## src/rtl/alu_seq_ctrl.sv

```systemverilog
// alu_seq_ctrl: LOAD/RUN/DONE sequencer for the iterative multiply/divide datapath.
// Optional macro SEQ_CTRL_EARLY_EXIT_EN: multiplies stop once rem_zero reports no multiplier bits left.
module alu_seq_ctrl #(
  parameter int WIDTH = 32,
  parameter int CNT_W = 5
) (
  input  logic             clock,
  input  logic             resetn,
  input  logic             start,
  input  logic             op,
  input  logic             divisor_zero,
  input  logic             rem_zero,
  output logic             ready,
  output logic             load,
  output logic             step,
  output logic             op_div,
  output logic [CNT_W-1:0] count,
  output logic             done,
  output logic             exception
);
  typedef enum logic [1:0] {IDLE, LOAD, RUN, DONE} state_t;
  state_t state, next;
  logic err, early, last;
`ifdef SEQ_CTRL_EARLY_EXIT_EN
  assign early = state == RUN && !op_div && rem_zero;
`else
  logic unused_rem;
  assign unused_rem = rem_zero;
  assign early = 1'b0;
`endif
  assign last = count == CNT_W'(WIDTH - 1);
  always_ff @(posedge clock or negedge resetn)
    if (!resetn) state <= IDLE;
    else state <= next;
  always_comb begin
    next = state;
    case (state)
      IDLE: next = start ? ((op && divisor_zero) ? DONE : LOAD) : IDLE;
      LOAD: next = RUN;
      RUN:  next = (early || last) ? DONE : RUN;
      DONE: next = IDLE;
      default: next = IDLE;
    endcase
  end
  always_comb begin
    ready = state == IDLE;
    load = state == LOAD;
    step = state == RUN && !early;
    done = state == DONE;
    exception = done && err;
  end
  // count saturates at the terminal index; early exit freezes it because step drops
  always_ff @(posedge clock or negedge resetn)
    if (!resetn) begin
      count <= '0;
      op_div <= 1'b0;
      err <= 1'b0;
    end else begin
      if (state == IDLE && start) begin
        op_div <= op;
        err <= op && divisor_zero;
      end
      if (state == DONE) begin
        op_div <= 1'b0;
        err <= 1'b0;
      end
      if (state == LOAD) count <= '0;
      else if (step && !last) count <= count + 1'b1;
    end
endmodule

```

## config.mk

```make
export PLATFORM = sky130hd
export DESIGN_NAME = alu_seq_ctrl
export DESIGN_NICKNAME = d
export VERILOG_FILES = /design/src/rtl/alu_seq_ctrl.sv
export SDC_FILE = /design/constraint.sdc
export NUM_CORES = 1
export LEC_CHECK = 0
export CAP_MARGIN = 10
export CORE_AREA = 2 2 39 41
export DETAILED_ROUTE_END_ITERATION = 8
export DIE_AREA = 0 0 41 43
export HOLD_SLACK_MARGIN = 0.02
export PLACE_DENSITY = 0.68
export SLEW_MARGIN = 20
export SYNTH_ARGS = -nofsm -noshare
export SYNTH_HDL_FRONTEND = slang
export SYNTH_SLANG_ARGS = --single-unit
```

## constraint.sdc

```tcl
create_clock -name clock -period 1.51 [get_ports clock]
set_input_delay 0.2265 -clock clock [delete_from_list [all_inputs] [get_ports clock]]
set_output_delay 0.2265 -clock clock [all_outputs]
set_load 0.01 [all_outputs]
```

==> summary.txt <==
Worst-path clk slew - 0.06 ns
cell taking the most area after synthesis - dfrtp_1
largest family of logic cells by synthesized area - simple AND/OR/NAND/NOR gates
Root Buffer - clkbuf_4
row cnt - 14
Least-Margin Pin Slew - 0.434 ns
Placed Area - 714 um^2
initial DRC count - 1
post-synthesis mux area share - 0%
Synth Flop Type - dfrtp_1
peak supply drop - 715 uV
port bufs - 15
clk_lat worst skew - 0.26 ns
P&R area growth vs syn - 61.8%
cell depth of the worst flop-to-flop path - 6
Num CTS Buffers - 3
vias in the first global route - 383
average vias per placed instance - 4.61
diode count - 0
die width - 41 um
placed insts - 85
HP Class - input pin to async pin
share of the synthesized area in the top cell type - 47.7%
CTS Sinks - 9
Slew Limit Headroom - 71.0%
final net count - 86
Die Ht - 43 um
number of unique standard cell types used by synthesis - 17
Synth Register Bits - 9
status - finished, violations left
initial antenna violation count - 0
Final HPWL DP - 756 um
drt first pass iters - 2
simple-gate share of the synthesized area - 21.8%
# Max-Cap Violations - 0
top post-synthesis cells by count - 9 x dfrtp_1, 8 x nand2_1, 6 x ha_1
synthesized area per cell - 10.0 um^2
syn nets - 59
Compound-Gate Fraction of Synth Area - 8.49%
crit path kind - flip-flop to flip-flop
die area - 1760 um^2
RePlAce Congestion - 0.660
Syn Inst Count - 47
pin count of the biggest net entering global routing - 10
# IOs - 17
Final min period - 1.55 ns
sequential fraction of the synthesis area - 47.7%
PD cells - 1400 nW/um^2
final worst path period share - 103%
Post-DRT Antenna Nets - 0
setup violators final - 1
Post-Synth XOR/XNOR Area - 3.71%
Design Area, Final - 763 um^2
Final WS setup - -0.0436 ns
# H-tree levels - 1
most numerous cell in the Yosys netlist - dfrtp_1
Critical Path Start Type - flip-flop
total track usage - 13.3%
FILL cells - 140
RSZ-0062 raised after global routing - true
Achievable Freq - 644 MHz
wirelength, routed - 919 um
CP Data Arrival Time - 1.74 ns
Post-synth EDFFs - 0
asr flop ratio synth - 100%
core area - 1380 um^2
adder-cell area share of the yosys netlist - 15.9%
Post-CTS Setup Bufs - 0
Synth area leaders - dfrtp_1 48%, ha_1 16%, nand2_1 6.4%
crit path max fanout - 4
critical path endpoint category - flip-flop
initial core utilization - 34.1%
Tot Pwr - 1.07 mW
Worst EP required - 1.70 ns
Non-Filler Instances - 89
hold_buf cts - 0
total number of vias - 410
DRC - 0
synth warn - 0
Leak Pwr - 0.389 nW
Final Max Slew Viols - 0
layout cells sized above 1 - 28.8%
first-pass GRT wire length - 1530 um
Max Buffers Root-to-Sink - 2
Final Hold Viols - 0
failing checks - setup timing
Mapped Area - 472 um^2
TritonCTS clock tree - yes
clock skew - 0.00406 ns
Overflow after GRT - 0
wire per inst - 10.3 um
[timing repair]
item,in CTS,in global routing
endpoints found under the hold margin,0,0
pin swaps,1,0
setup endpoints to repair,6,8
gates resized for setup,8,11
[power breakdown]
part	leakage (nW)	internal, mW	switching, mW	total (mW)
Sequential	0.120	0.311	0.0510	0.362
Combinational	0.254	0.286	0.238	0.524
Clock	0.0150	0.102	0.0835	0.185
Total	0.389	0.699	0.372	1.07
[sequential cells by signal, indices dropped and copies added, names as in the netlist]
signal,count
count,5
op_div,1
state,2
err,1
[worst paths after layout]
check,end,slack (ns),startpoint
max in group asynchronous,count[1],0.93,resetn
hold reg to reg,err,0.51,err
setup / recovery,count[3],-0.04,count[1]
min in group clock,err,0.51,err
setup reg to reg,count[3],-0.04,count[1]
hold / removal,count[4],0.27,resetn
[final cells by class]
| class | instances | area [um^2] | share of cell area, % |
|---|---|---|---|
| clock buffers | 4 | 26.3 | 3.44 |
| inverters | 3 | 11.3 | 1.48 |
| multi-input cells | 35 | 278 | 36.4 |
| flip-flops and latches | 9 | 225 | 29.5 |
| well taps | 16 | 20.0 | 2.62 |
| repair buffers | 22 | 203 | 26.6 |
[routing by layer]
metal	track usage [%]	routed length, um	vias to the layer above
met4	8.00	0	0
li1	-	-	208
met3	5.76	85	0
met5	0	0	-
met2	20.3	427	16
met1	14.3	405	186
[kinds of logic (layout without fill, tap and decap cells)]
logic type / Yosys count / count (layout)
adders and majority gates: 6 / 6
and+or+nand+nor: 19 / 19
xor gates and xnor gates: 2 / 2
AOI/OAI and AO/OA: 8 / 8
DFF: 9 / 9
buffers and inverters: 3 / 29
[per-stage QoR]
step | setup WS (ns) | hold slack (ns) | TNS [ns] | utilization, %
global placement | -0.0136 | 0.507 | -0.0136 | 51.6
CTS | -0.0566 | 0.286 | -0.0566 | 54.1
detailed placement | -0.0431 | 0.511 | -0.0431 | 51.6
floorplan | -0.0540 | -0.0691 | -0.0540 | -
finish | -0.0436 | 0.275 | -0.0436 | 55.2
global route | -0.0982 | 0.282 | -0.0982 | 55.2
[placed cells by master, fill, tap and decap left out]
| cell | instances |
|---|---|
| nand4_1 | 1 |
| clkdlybuf4s50_1 | 7 |
| nor2_1 | 2 |
| buf_4 | 7 |
| and3_4 | 1 |
| a21oi_1 | 4 |
| and2b_2 | 1 |
| inv_2 | 1 |
| ha_4 | 2 |
| ha_1 | 2 |
| dlygate4sd2_1 | 2 |
| dlymetal6s2s_1 | 3 |
| o21ai_0 | 2 |
| inv_1 | 2 |
| clkdlybuf4s15_1 | 2 |
| nand2b_4 | 1 |
| or3_1 | 1 |
| clkbuf_4 | 3 |
| xor2_1 | 1 |
| clkbuf_1 | 1 |
| nand3_1 | 2 |
| xnor2_1 | 1 |
| o21ai_2 | 1 |
| nand2_1 | 8 |
| nand3b_1 | 1 |
| dfrtp_1 | 9 |
| a21oi_2 | 1 |
| and2_1 | 1 |
| clkbuf_2 | 1 |
| ha_2 | 2 |
[worst max-delay path, stage by stage, from the launching register on]
cell,delay [ns]
dfrtp_1,0.38
ha_2,0.19
and3_4,0.18
ha_4,0.16
nand2b_4,0.14
or3_1,0.32
a21oi_2,0.12
(Power assumes the default switching activity.)
